## src/rtl/ball_motion_if.sv

```systemverilog
// ball_motion_if: groups the frame/button inputs and the position/status outputs of the ball controller.
interface ball_motion_if;
  logic       frame_tick;
  logic       launch;
  logic       pause;
  logic [9:0] xPos;
  logic [9:0] yPos;
  logic       moving;
  logic       wall_hit;

  modport master (
    output frame_tick, launch, pause,
    input  xPos, yPos, moving, wall_hit
  );

  modport slave (
    input  frame_tick, launch, pause,
    output xPos, yPos, moving, wall_hit
  );
endinterface

```

## src/rtl/ball_motion_ctrl.sv

```systemverilog
// ball_motion_ctrl: advances the ball centre once per frame, bouncing off the active-area walls.
// Optional RANDOM_LAUNCH_EN: launch direction is taken from a free-running 4-bit LFSR.
module ball_motion_ctrl #(
  parameter int H_MIN   = 144,
  parameter int H_MAX   = 783,
  parameter int V_MIN   = 31,
  parameter int V_MAX   = 510,
  parameter int RADIUS  = 8,
  parameter int X_START = 464,
  parameter int Y_START = 271,
  parameter int X_SPEED = 2,
  parameter int Y_SPEED = 2
) (
  input  logic         clk,
  input  logic         rst,
  ball_motion_if.slave bus
);
  // state    | meaning
  // S_IDLE   | parked at start position, waiting for launch
  // S_MOVE   | position advances on every frame_tick
  // S_PAUSED | position held while pause is high
  typedef enum logic [1:0] {
    S_IDLE   = 2'd0,
    S_MOVE   = 2'd1,
    S_PAUSED = 2'd2
  } state_t;

  // Clamp limits are the wall coordinates pulled in by the ball radius.
  localparam logic [10:0] X_LO = 11'(H_MIN + RADIUS);
  localparam logic [10:0] X_HI = 11'(H_MAX - RADIUS);
  localparam logic [10:0] Y_LO = 11'(V_MIN + RADIUS);
  localparam logic [10:0] Y_HI = 11'(V_MAX - RADIUS);
  localparam logic [10:0] X_SP = 11'(X_SPEED);
  localparam logic [10:0] Y_SP = 11'(Y_SPEED);

  state_t      r_state;
  state_t      w_state_nxt;
  logic [9:0]  r_x;
  logic [9:0]  r_y;
  logic        r_dir_x;
  logic        r_dir_y;
  logic        r_moving;
  logic        r_wall_hit;
  logic [10:0] w_nx;
  logic [10:0] w_ny;
  logic [9:0]  w_x_nxt;
  logic [9:0]  w_y_nxt;
  logic        w_dir_x_nxt;
  logic        w_dir_y_nxt;
  logic        w_hit_x;
  logic        w_hit_y;
  logic        w_launch_dx;
  logic        w_launch_dy;
  logic        w_do_launch;
  logic        w_do_step;

`ifdef RANDOM_LAUNCH_EN
  logic [3:0] r_lfsr;

  always_ff @(posedge clk or posedge rst) begin
    if (rst) r_lfsr <= 4'b1001;
    else     r_lfsr <= {r_lfsr[2:0], r_lfsr[3] ^ r_lfsr[2]};
  end

  assign w_launch_dx = r_lfsr[0];
  assign w_launch_dy = r_lfsr[1];
`else
  assign w_launch_dx = 1'b1;
  assign w_launch_dy = 1'b1;
`endif

  always_comb begin
    w_state_nxt = r_state;
    case (r_state)
      S_IDLE:   if (bus.launch) w_state_nxt = S_MOVE;
      S_MOVE:   if (bus.pause)  w_state_nxt = S_PAUSED;
      S_PAUSED: if (!bus.pause) w_state_nxt = S_MOVE;
      default:  w_state_nxt = S_IDLE;
    endcase
  end

  assign w_do_launch = (r_state == S_IDLE) && bus.launch;
  assign w_do_step   = (r_state == S_MOVE) && bus.frame_tick;

  always_comb begin
    w_nx        = r_dir_x ? ({1'b0, r_x} + X_SP) : ({1'b0, r_x} - X_SP);
    w_ny        = r_dir_y ? ({1'b0, r_y} + Y_SP) : ({1'b0, r_y} - Y_SP);
    w_x_nxt     = w_nx[9:0];
    w_y_nxt     = w_ny[9:0];
    w_dir_x_nxt = r_dir_x;
    w_dir_y_nxt = r_dir_y;
    w_hit_x     = 1'b0;
    w_hit_y     = 1'b0;
    if (r_dir_x && (w_nx > X_HI)) begin
      w_x_nxt     = X_HI[9:0];
      w_dir_x_nxt = 1'b0;
      w_hit_x     = 1'b1;
    end else if (!r_dir_x && (w_nx < X_LO)) begin
      w_x_nxt     = X_LO[9:0];
      w_dir_x_nxt = 1'b1;
      w_hit_x     = 1'b1;
    end
    if (r_dir_y && (w_ny > Y_HI)) begin
      w_y_nxt     = Y_HI[9:0];
      w_dir_y_nxt = 1'b0;
      w_hit_y     = 1'b1;
    end else if (!r_dir_y && (w_ny < Y_LO)) begin
      w_y_nxt     = Y_LO[9:0];
      w_dir_y_nxt = 1'b1;
      w_hit_y     = 1'b1;
    end
  end

  always_ff @(posedge clk or posedge rst) begin
    if (rst) begin
      r_state    <= S_IDLE;
      r_x        <= 10'(X_START);
      r_y        <= 10'(Y_START);
      r_dir_x    <= 1'b1;
      r_dir_y    <= 1'b1;
      r_moving   <= 1'b0;
      r_wall_hit <= 1'b0;
    end else begin
      r_state    <= w_state_nxt;
      r_moving   <= (w_state_nxt == S_MOVE);
      r_wall_hit <= 1'b0;
      if (w_do_launch) begin
        r_dir_x <= w_launch_dx;
        r_dir_y <= w_launch_dy;
      end
      if (w_do_step) begin
        r_x        <= w_x_nxt;
        r_y        <= w_y_nxt;
        r_dir_x    <= w_dir_x_nxt;
        r_dir_y    <= w_dir_y_nxt;
        r_wall_hit <= w_hit_x | w_hit_y;
      end
    end
  end

  assign bus.xPos     = r_x;
  assign bus.yPos     = r_y;
  assign bus.moving   = r_moving;
  assign bus.wall_hit = r_wall_hit;
endmodule

```

## src/flat_wrapper.sv

```systemverilog
// flat-port wrapper written by rule: the top's interface ports become plain ports
module ball_motion_ctrl_flat 
#(
  parameter int H_MIN   = 144,
  parameter int H_MAX   = 783,
  parameter int V_MIN   = 31,
  parameter int V_MAX   = 510,
  parameter int RADIUS  = 8,
  parameter int X_START = 464,
  parameter int Y_START = 271,
  parameter int X_SPEED = 2,
  parameter int Y_SPEED = 2
)
  (clk, rst, bus_frame_tick, bus_launch, bus_pause, bus_xPos, bus_yPos, bus_moving, bus_wall_hit);
  ball_motion_if bus_i ();
  input  logic clk;
  input  logic rst;
  input wire logic [$bits(bus_i.frame_tick)-1:0] bus_frame_tick;
  input wire logic [$bits(bus_i.launch)-1:0] bus_launch;
  input wire logic [$bits(bus_i.pause)-1:0] bus_pause;
  output wire logic [$bits(bus_i.xPos)-1:0] bus_xPos;
  output wire logic [$bits(bus_i.yPos)-1:0] bus_yPos;
  output wire logic [$bits(bus_i.moving)-1:0] bus_moving;
  output wire logic [$bits(bus_i.wall_hit)-1:0] bus_wall_hit;
  assign bus_i.frame_tick = bus_frame_tick;
  assign bus_i.launch = bus_launch;
  assign bus_i.pause = bus_pause;
  assign bus_xPos = bus_i.xPos;
  assign bus_yPos = bus_i.yPos;
  assign bus_moving = bus_i.moving;
  assign bus_wall_hit = bus_i.wall_hit;
  ball_motion_ctrl #(.H_MIN(H_MIN), .H_MAX(H_MAX), .V_MIN(V_MIN), .V_MAX(V_MAX), .RADIUS(RADIUS), .X_START(X_START), .Y_START(Y_START), .X_SPEED(X_SPEED), .Y_SPEED(Y_SPEED)) u_core (.clk(clk), .rst(rst), .bus(bus_i));
endmodule
```

## config.mk

```make
export PLATFORM = sky130hd
export DESIGN_NAME = ball_motion_ctrl_flat
export DESIGN_NICKNAME = d
export VERILOG_FILES = /design/src/rtl/ball_motion_if.sv /design/src/rtl/ball_motion_ctrl.sv /design/src/flat_wrapper.sv
export SDC_FILE = /design/constraint.sdc
export NUM_CORES = 1
export LEC_CHECK = 0
export BUFFER_PORTS_ARGS = -buffer_cell sky130_fd_sc_hd__buf_2
export CAP_MARGIN = 20
export CORE_ASPECT_RATIO = 1.25
export CORE_MARGIN = 2
export CORE_UTILIZATION = 58
export DETAILED_ROUTE_END_ITERATION = 16
export PLACE_DENSITY = 0.8
export SYNTH_ARGS = -nofsm -noshare
export SYNTH_HDL_FRONTEND = slang
export SYNTH_SLANG_ARGS = --single-unit
```

## constraint.sdc

```tcl
create_clock -name clk -period 3.7 [get_ports clk]
set_input_delay 0.74 -clock clk [delete_from_list [all_inputs] [get_ports clk]]
set_output_delay 0.74 -clock clk [all_outputs]
set_load 0.01 [all_outputs]
```

Word-level counts from Yosys, hierarchy flattened
Index checks and enable logic that the tools add are counted.
Word-level totals
  register bits: 26
  word-level logic and storage cells: 55
Operators by class
  $add $sub $neg: 4
  equal/unequal tests: 5
  reduce and logical (&&, ||, !) cells: 12
  mux-type cells: 22
  bitwise operators: 1
  magnitude comparators: 4
Operator list (count)
  $mux 10: 4
  $add 10x2->11 const B: 2
  $mux 11: 2
  $sub 10x2->11 const B: 2
  $mux 1: 12
  $gt 11x10->1 const B: 1
  $gt 11x9->1 const B: 1
  $lt 11x6->1 const B: 1
  $lt 11x8->1 const B: 1
  $logic_and 1x1->1: 6
  $mux 2: 3
  $ne 3x3->1 const B: 2
  $pmux 2 s3: 1
  $eq 2x1->1 const B: 2
  $reduce_and 2->1: 2
  $eq 2x2->1 const B: 1
  $logic_not 1->1: 2
  $logic_not 2->1: 1
  $reduce_bool 2->1: 1
  $or 1x1->1: 1

Depth between registers and ports, before layout
Gate-level depths: netlist of run 1.
  word-level depth: 8
  gate-level depth with buffers: 11
  mapped depth without buffers: 10

Least setup slack after synthesis of run 1
OpenSTA, ideal clock, no wires.
  path type: reg-to-reg
  from: reg u_core.r_y[1] (netlist: u_core.bus.yPos[1])
  to: reg u_core.r_y[4] (netlist: u_core.bus.yPos[4])
  cell stages (with the launch flop): 11
  path buffers: 0
  arrival: 2510 ps
  library setup time: 121 ps
  slack: 1069 ps
  required time: 3579 ps
  period minus slack after synthesis: 2631 ps
  cells stage by stage: dfstp_2 -> inv_1 -> fa_1 -> nor2b_2 -> o2111ai_2 -> a32oi_2 -> nand3_1 -> o311ai_2 -> o41ai_4 -> or2_1 -> o22a_1
On the way
  longest elaborated chain between the ends: 6
Ends and longest elaborated chain
  start: declaration: line ball_motion_ctrl.sv:39  | logic [9:0] r_y;
  start signal: assignment: line ball_motion_ctrl.sv:118  | r_y <= 10'(Y_START);
  start signal: assignment: line ball_motion_ctrl.sv:133  | r_y <= w_y_nxt;
  $sub 10x2->11 or $add 10x2->11 (tied branches): line ball_motion_ctrl.sv:87  | w_ny = r_dir_y ? ({1'b0, r_y} + Y_SP) : ({1'b0, r_y} - Y_SP);
  $mux 11 (*): line ball_motion_ctrl.sv:87
  $lt 11x6->1: line ball_motion_ctrl.sv:107  | end else if (!r_dir_y && (w_ny < Y_LO)) begin
  $logic_and 1x1->1: line ball_motion_ctrl.sv:107
  $mux 10: line ball_motion_ctrl.sv:107
  $mux 10 (*): line ball_motion_ctrl.sv:103  | if (r_dir_y && (w_ny > Y_HI)) begin
Mark *: on every way between the ends. The rest lies on a longest branch, timed or not.
A chain may end at the register's enable or synchronous reset.

Final worst setup path of run 1
  from: reg u_core.r_dir_x
  to: reg u_core.r_x[2] (netlist: u_core.bus.xPos[2])
On the way
  longest elaborated chain between the ends: 5
Ends and longest elaborated chain
  start: declaration: line ball_motion_ctrl.sv:40  | logic r_dir_x;
  start signal: assignment: line ball_motion_ctrl.sv:128  | r_dir_x <= w_launch_dx;
  start signal: assignment: line ball_motion_ctrl.sv:134  | r_dir_x <= w_dir_x_nxt;
  $mux 11: line ball_motion_ctrl.sv:86  | w_nx = r_dir_x ? ({1'b0, r_x} + X_SP) : ({1'b0, r_x} - X_SP);
  $lt 11x8->1: line ball_motion_ctrl.sv:98  | end else if (!r_dir_x && (w_nx < X_LO)) begin
  $logic_and 1x1->1: line ball_motion_ctrl.sv:98
  $mux 10: line ball_motion_ctrl.sv:98
  $mux 10 (*): line ball_motion_ctrl.sv:94  | if (r_dir_x && (w_nx > X_HI)) begin
  end signal: assignment: line ball_motion_ctrl.sv:117  | r_x <= 10'(X_START);
  end signal: assignment: line ball_motion_ctrl.sv:132  | r_x <= w_x_nxt;
  end: declaration: line ball_motion_ctrl.sv:38  | logic [9:0] r_x;
Marked as above.

==> results of run 1 <==
-- cells by family (layout without fill, tap and decap cells) --
group           count (synthesis)  after routing  share of synthesized area (%)
compound gates                 76             76                           29.6
simple gates                   69             69                           17.1
flops                          26             26                           31.9
fa+ha+maj                      20             20                           12.7
buf+inv                        17             43                           3.18
xor+xnor                       12             12                           5.04
mux                             1              1                          0.480
-- cells in the final DEF (no fill, tap or decap), drive strengths merged, types with 2 or more instances in the layout --
cell type,n
buf,28
a31oi,5
o31ai,4
a32o,3
nand3,4
dfrtp,15
nand3b,2
o21a,2
nor2b,3
fa,2
o21ai,10
dfstp,11
clkbuf,4
nand2b,5
xor2,5
nor2,29
a21oi,16
nand2,12
xnor2,7
ha,18
a21o,6
a22o,2
inv,11
or2,4
o221ai,2
a211oi,6
nor3b,2
o211ai,3
o22ai,2
nor3,3
o41ai,3
-- final cells by class --
type                            count  area share, %
Clock buffer                        4           1.94
Inverter                           11           1.78
Multi-Input combinational cell    178           58.4
Sequential cell                    26           28.6
Tap cell                           39           2.10
Timing Repair Buffer               28           7.12
-- final timing paths --
| path | start | to | slack [ns] | cells after the start |
|---|---|---|---|---|
| max in group asynchronous | rst | u_core.bus.yPos[0]$_DFFE_PP1P_ | 2.93 | 3 |
| hold / removal | u_core.bus.yPos[3]$_DFFE_PP1P_ | u_core.bus.yPos[3]$_DFFE_PP1P_ | 0.49 | 2 |
| setup reg to reg | u_core.r_dir_x$_DFFE_PP1P_ | u_core.bus.xPos[2]$_DFFE_PP0P_ | 0.75 | 10 |
| setup / recovery | u_core.r_dir_x$_DFFE_PP1P_ | u_core.bus.xPos[2]$_DFFE_PP0P_ | 0.75 | 10 |
| min in group asynchronous | rst | u_core.bus.yPos[6]$_DFFE_PP0P_ | 0.53 | 3 |
| hold reg to reg | u_core.bus.yPos[3]$_DFFE_PP1P_ | u_core.bus.yPos[3]$_DFFE_PP1P_ | 0.49 | 2 |
-- registers in the layout, summed over array words and instances (netlist names) --
signal and count:
u_core.r_state 2, u_core.bus.wall_hit 1, u_core.r_dir_x 1, u_core.bus.yPos 10, u_core.bus.moving 1, u_core.bus.xPos 10, u_core.r_dir_y 1
-- critical path: stages, from the launching register on --
cell	delay, ns
dfstp_2	0.60
inv_1	0.18
ha_1	0.46
nand2_1	0.14
a211oi_2	0.29
nor2_1	0.10
xnor2_1	0.19
o311a_1	0.34
o21ai_4	0.21
or2_4	0.18
o221ai_1	0.10
-- through the flow --
stage,utilization [%],cells,instance area [sq um],hold slack [ns],setup slack (ns)
after floorplan,-,221,2090,0.482,1.07
after global placement,65.1,281,2250,0.473,0.829
after detailed placement,65.1,281,2250,0.483,0.768
after CTS,66.4,285,2290,0.495,0.754
after global routing,67.2,286,2320,0.531,0.565
final,67.2,286,2320,0.494,0.746
-- layer usage --
layer  global-route usage, %  vias to the layer above  part of all wire, %
met4                    6.98                        0                  1.4
li1                        -                      877                    -
met3                    1.83                        6                  1.5
met2                    44.6                       24                   55
met5                       0                        -                    0
met1                    28.4                      866                   42
==> metrics.txt, run 1 <==
Crit. End Element=flip-flop; H-Tree Depth=1; Routed Antenna Nets=0; hold crit path type=flip-flop to flip-flop; Synth warnings=0; Placer Congestion=roughly 0.83; diode count=0; via count=between 1,500 and 2,000; final setup fails=0; die area=4090 sq um; Worst slew margin=a little under half; fin crit share=approximately four fifths; CTS root buffer=clkbuf_8; Worst EP required=~3.8 ns; Post CTS Setup Buffer Count=0; crit path max fanout=8; Clk pin slew, worst setup/hold paths=0.08 ns; Fin Clk Skew=0.00801 ns; Skew-Pair Late Insertion Delay=roughly 0.27 ns; Max Slew Vio Count=0; drt total wl=roughly 4.6 mm; status=complete, no violations; Die X=~58 um; area of the multi-input gates=~1400 sq um; number of enable flip-flop cells after synthesis=0; max frequency=about 0.34 GHz; I/O Pins=27; total CTS buffers=3; async set or reset register ratio after synthesis=between 90% and 100%; gr ovfl total=0; dpl hpwl=roughly 3.7 mm; dominant cell type by area after synthesis=dfrtp_1; clock tree buffer depth=2; Seq cells post-synth=26; die height=between 70 and 80 um; layout cell share with drive strength beyond 1=between 20% and 30%; GRT Resource Usage Total=a little under a quarter; most frequent cells after synthesis=nor2_1 (27), ha_1 (18), dfrtp_1 (15); layout overhead on the synthesized area=11.2%; most common cell in the netlist=nor2_1; initial drt markers=56; Crit Path Class=flip-flop to flip-flop; CTS tree=built; Mapped Nets=246; Synth Flop Type=dfrtp_1; synth top area cells=dfrtp_1 (18%), dfstp_2 (14%), ha_1 (11%); initial antenna violation count=0; initial core utilization=about three fifths; router iterations before antenna repair=4; Netlist Area Pre-Place=~2100 sq um; Post-Syn Instances=221; Hold Buf Count CTS=0; Worst EP arrival=just over 3 ns; clk sinks=26; Fin. Hold Viols=0; Fin Setup TNS=0 ns; Seq/Total Area, Yosys=31.9%; largest net degree at the start of global routing=27; # DRC=0; syn avg cell area=around 9.4 sq um; Max Cap Violations=0; vias in the first global route=1,782; crit path time final=between 2 and 3 ns; worst-margin pin slew=between 0.8 and 0.9 ns; FP Rows=24; first-pass GRT wire length=roughly 7.8 mm; Worst setup SP type=flip-flop; Port Buffers=26; core box area=about 3500 sq um; Post-CTS Resized=0; Storage cell area=around 660 sq um; Yosys top cell area share=18.0%; RSZ-0062 raised after global routing=no; Fill cells=approximately 290; post-synthesis cell type count=62; drt wl/cell=between 15 and 20 um; Layout Nets=approximately 270; via density per instance=6.20
Power of run 1 is left out: the tool's default activity adds up to more than one toggle a clock period on the data nets, which glitch-free logic cannot reach.
==> run 2: changes to the inputs <==
- clock period: 3.7 -> 3.1 ns (I/O delays scaled with it)
==> run 2 against run 1 <==
Highest routed layer unchanged. Critical path type unchanged. Register-to-register slack worse by 0.56 ns. Design area is 0.11% higher. Non-clock buffer count is 3 higher. Global-route usage is 0.30 points lower.
==> metrics.txt, run 2 (same netlist as run 1, synthesis figures left out) <==
total CTS buffers=3 (unchanged); Layout Nets=276 (+1.1%); gr ovfl total=0 (unchanged); Max Slew Vio Count=0 (unchanged); CTS root buffer=clkbuf_8; Storage cell area=664 sq um (unchanged); GRT Resource Usage Total=23.5% (-0.30 points); Crit Path Class=flip-flop to flip-flop; drt wl/cell=15.5 um (-3.8%); Fin. Hold Viols=0 (unchanged); Max Cap Violations=0 (unchanged); dpl hpwl=3.65 mm (-1.6%); worst-margin pin slew=0.980 ns (+0.170 ns); hold crit path type=flip-flop to flip-flop; crit path time final=2.91 ns (-0.0398 ns); RSZ-0062 raised after global routing=no; initial core utilization=60.4% (unchanged); Worst EP arrival=3.08 ns (about the same); first-pass GRT wire length=7.71 mm (-1.4%); clock tree buffer depth=2 (unchanged); diode count=0 (unchanged); crit path max fanout=10 (+2); Post-CTS Resized=0 (unchanged); CTS tree=built; clk sinks=26 (unchanged); H-Tree Depth=1 (unchanged); Fill cells=303 (+3.1%); Routed Antenna Nets=0 (unchanged); area of the multi-input gates=1360 sq um (unchanged); drt total wl=4.49 mm (-2.8%); commonest cells after routing, fill and taps aside=nor2_1 (27), buf_2 (26), ha_1 (18); largest net degree at the start of global routing=27 (unchanged); router iterations before antenna repair=5 (+1); Worst setup SP type=flip-flop; max frequency=0.343 GHz (+1.4%); Worst EP required=3.26 ns (-0.56 ns); I/O Pins=27 (unchanged); # DRC=0 (unchanged); vias in the first global route=1,762 (-1.1%); layout cell share with drive strength beyond 1=26.0% (+0.90 points); FF-to-FF path depth=9 (-1); Placer Congestion=0.838 (+1.2%); Fin Clk Skew=0.00242 ns (-0.00559 ns); Fin Setup TNS=0 ns (unchanged); initial drt markers=72 (+29%); final setup fails=0 (unchanged); hold depth=2 (unchanged); via density per instance=6.07 (-2.2%); Post CTS Setup Buffer Count=0 (unchanged); Worst slew margin=34.6% (-11 points); FP Rows=24 (unchanged); fin crit share=94.0% (+14 points); Clk pin slew, worst setup/hold paths=0.09 ns (about the same); via count=1,753 (-1.1%); Hold Buf Count CTS=0 (unchanged); Port Buffers=26 (unchanged); die area=4090 sq um (unchanged); core box area=3450 sq um (unchanged); initial antenna violation count=0 (unchanged); commonest non-fill, non-tap cell in the layout=nor2_1; Die X=57.6 um (unchanged); Crit. End Element=flip-flop; status=complete, no violations; layout overhead on the synthesized area=11.3%; die height=71.0 um (unchanged); Skew-Pair Late Insertion Delay=0.27 ns (about the same)
run 2: changes by cell type in the layout (fill, tap and decap cells not counted), sizes merged:
cell  before  now
buf       28   31
run 2: critical path, stage by stage (launching register included):
cell and delay [ns]:
dfstp_2 0.58, inv_1 0.18, ha_1 0.38, nor2b_2 0.18, o2111ai_2 0.23, a32oi_2 0.18, o311ai_2 0.45, o41ai_4 0.22
or2_1 0.26, o22a_1 0.16
run 2: worst paths after layout:
path                                             endpoint                           start  slack [ns]
setup / recovery           u_core.bus.yPos[4]$_DFFE_PP0P_      u_core.r_dir_y$_DFFE_PP1P_        0.19
hold / removal             u_core.bus.yPos[3]$_DFFE_PP1P_  u_core.bus.yPos[3]$_DFFE_PP1P_        0.50
setup reg to reg           u_core.bus.yPos[4]$_DFFE_PP0P_      u_core.r_dir_y$_DFFE_PP1P_        0.19
hold reg to reg            u_core.bus.yPos[3]$_DFFE_PP1P_  u_core.bus.yPos[3]$_DFFE_PP1P_        0.50
max in group asynchronous  u_core.bus.yPos[5]$_DFFE_PP0P_                             rst        1.94
min in group asynchronous  u_core.bus.yPos[7]$_DFFE_PP0P_                             rst        0.56
run 2: area by class of cell:
cell class / instances / share of cell area, %
timing repair buffer: 31 / 7.22
inverter: 11 / 1.78
clock buffer: 4 / 1.94
tap: 39 / 2.10
sequential: 26 / 28.6
multi-input combinational: 178 / 58.4
run 2: routing by layer:
layer,routed length [um],global-route usage [%],share of wire [%]
met5,0,0,0
met4,43,5.94,0.96
met3,35,0.548,0.78
met2,2480,44.2,55
met1,1930,29.1,43
run 2: per-stage QoR:
step,worst slack (ns),instance area [sq um],cells,util (%),hold slack [ns]
2_1_floorplan,0.469,2090,221,-,0.482
3_3_place_gp,0.256,2280,285,65.9,0.473
3_5_place_dp,0.215,2280,285,65.9,0.492
4_1_cts,0.194,2320,289,67.2,0.505
5_1_grt,0.0296,2320,289,67.2,0.521
6_report,0.186,2320,289,67.2,0.503
Power of run 2 is left out for the same reason.
==> run 3: changes to the inputs <==
- CORE_ASPECT_RATIO: 1.25 -> 1.75
==> run 3 against run 2 <==
Via count grew 7.4%. First-iteration DRC count shrank 63%. Cell count grew 5.9%. Critical path depth grew 3. Hold slack gained 0.0099 ns. Global-route usage grew 1.4 points. Critical path type unchanged. Critical endpoint unchanged. Utilization grew 6.2 points.
==> metrics.txt, run 3 (same netlist as run 1, synthesis figures left out) <==
largest net degree at the start of global routing=27 (unchanged); initial antenna violation count=0 (unchanged); # DRC=0 (unchanged); commonest cells after routing, fill and taps aside=nor2_1 (27), buf_2 (26), buf_4 (16); fin crit share=100% (+6.0 points); core box area=3400 sq um (-1.6%); die height=83.3 um (+17%); peak per-stage delay on the critical path=0.58 ns (about the same); diode count=0 (unchanged); hold crit path type=flip-flop to flip-flop; clk sinks=26 (unchanged); CTS tree=built; via count=1,882 (+7.4%); commonest non-fill, non-tap cell in the layout=nor2_1; crit path max fanout=8 (-2); vias in the first global route=1,891 (+7.3%); Skew-Pair Late Insertion Delay=0.27 ns (about the same); CP Buf/Inv Count=4 (+3); RSZ-0062 raised after global routing=yes; Slowest-stage cell, CP=dfstp_2; router iterations before antenna repair=4 (-1); initial core utilization=61.4% (+0.98 points); Placer Congestion=0.801 (-4.5%); Fin. Hold Viols=0 (unchanged); final setup fails=0 (unchanged); Crit Path Class=flip-flop to flip-flop; status=complete, no violations; crit path time final=3.10 ns (+0.186 ns); die area=4110 sq um (+0.39%); worst-margin pin slew=0.931 ns (-0.0486 ns); Worst EP required=3.26 ns (about the same); cell family with most CP delay=compound AO/OA/AOI/OAI gates; gr ovfl total=0 (unchanged); cell mode on critical path=buf_4; H-Tree Depth=1 (unchanged); clock tree buffer depth=2 (unchanged); Port Buffers=26 (unchanged); first-pass GRT wire length=8.20 mm (+6.3%); I/O Pins=27 (unchanged); Design Area, Final=2490 sq um (+7.4%); dpl hpwl=3.91 mm (+7.3%); total CTS buffers=3 (unchanged); Worst setup SP type=flip-flop; R2R Setup Slk=0.0006 ns (-0.19 ns); Hold Buf Count CTS=0 (unchanged); dpl cell area=2300 sq um (+0.99%); Max Cap Violations=0 (unchanged); layout overhead on the synthesized area=19.6%; Non-Filler Instances=306 (+5.9%); FP Rows=28 (+17%); Die X=49.3 um (-14%); GRT Resource Usage Total=24.8% (+1.4 points); Fin Clk Skew=0.00411 ns (+0.00169 ns); crit-path cells=clkinvlp_4 > ha_4 > nor2b_2 > o2111ai_2 > a32oi_2 > buf_4 > o311ai_4 > o41ai_4 > buf_4 > buf_4 > or2_1 > o22a_1; CTS root buffer=clkbuf_8; Clk pin slew, worst setup/hold paths=0.08 ns (about the same); max frequency=0.323 GHz (-6.0%); drt wl/cell=16.7 um (+7.9%); Worst slew margin=37.9% (+3.2 points); layout cell share with drive strength beyond 1=33.7% (+7.7 points); initial drt markers=27 (-63%); Routed Antenna Nets=0 (unchanged); Max Slew Vio Count=0 (unchanged); via density per instance=6.15 (+1.4%); Layout Nets=287 (+4.0%); Crit. End Element=flip-flop; post-placement cell count=293 (+2.8%); Worst EP arrival=3.26 ns (+0.18 ns); drt total wl=5.12 mm (+14%)
## run 3: metal layers
layer	vias to the layer above	share of wire, %	global-route usage (%)
met3	10	2.1	1.26
met2	43	58	48.9
met4	0	2.4	8.57
met1	928	37	26.7
met5	-	0	0
li1	901	-	-
## run 3: repair_timing
| action | in CTS | in global routing |
|---|---|---|
| setup endpoints to repair | 0 | 4 |
| setup buffers | 0 | 9 |
| resized for setup | 0 | 14 |
## run 3: worst paths after layout
check,end,from,cells past startpoint
max in group asynchronous,u_core.bus.yPos[4]$_DFFE_PP0P_,rst,2
min,u_core.bus.yPos[8]$_DFFE_PP1P_,u_core.bus.yPos[8]$_DFFE_PP1P_,2
max,u_core.bus.yPos[4]$_DFFE_PP0P_,u_core.r_dir_y$_DFFE_PP1P_,12
min reg2reg,u_core.bus.yPos[8]$_DFFE_PP1P_,u_core.bus.yPos[8]$_DFFE_PP1P_,2
min in group asynchronous,u_core.bus.yPos[7]$_DFFE_PP0P_,rst,2
max reg2reg,u_core.bus.yPos[4]$_DFFE_PP0P_,u_core.r_dir_y$_DFFE_PP1P_,12
## run 3: cell type report
type | count | area (sq um)
inverter | 11 | 45.0
clock buffer | 4 | 55.1
tap | 45 | 56.3
fill | 284 | 903
timing repair buffer | 42 | 250
sequential | 26 | 664
multi-input combinational | 178 | 1420
## run 3: worst reg2reg max path, delay by kind of cell (launching register included)
family	cells	cell delay [ns]
adder cells (fa/ha/maj)	1	0.31
AND/OR/NAND/NOR	2	0.36
flip-flops	1	0.58
AO/OA/AOI/OAI	5	1.03
buffers and inverters	4	0.71
## run 3: per-stage QoR
step | setup WS, ns | TNS [ns] | util [%] | hold slack [ns]
floorplan | 0.469 | 0 | - | 0.482
global placement | 0.194 | 0 | 67.7 | 0.473
detailed placement | 0.164 | 0 | 67.7 | 0.485
CTS | 0.145 | 0 | 69.3 | 0.504
global route | -0.0766 | -0.202 | 73.4 | 0.538
finish | 0.000621 | 0 | 73.4 | 0.513
Power of run 3 is left out for the same reason.
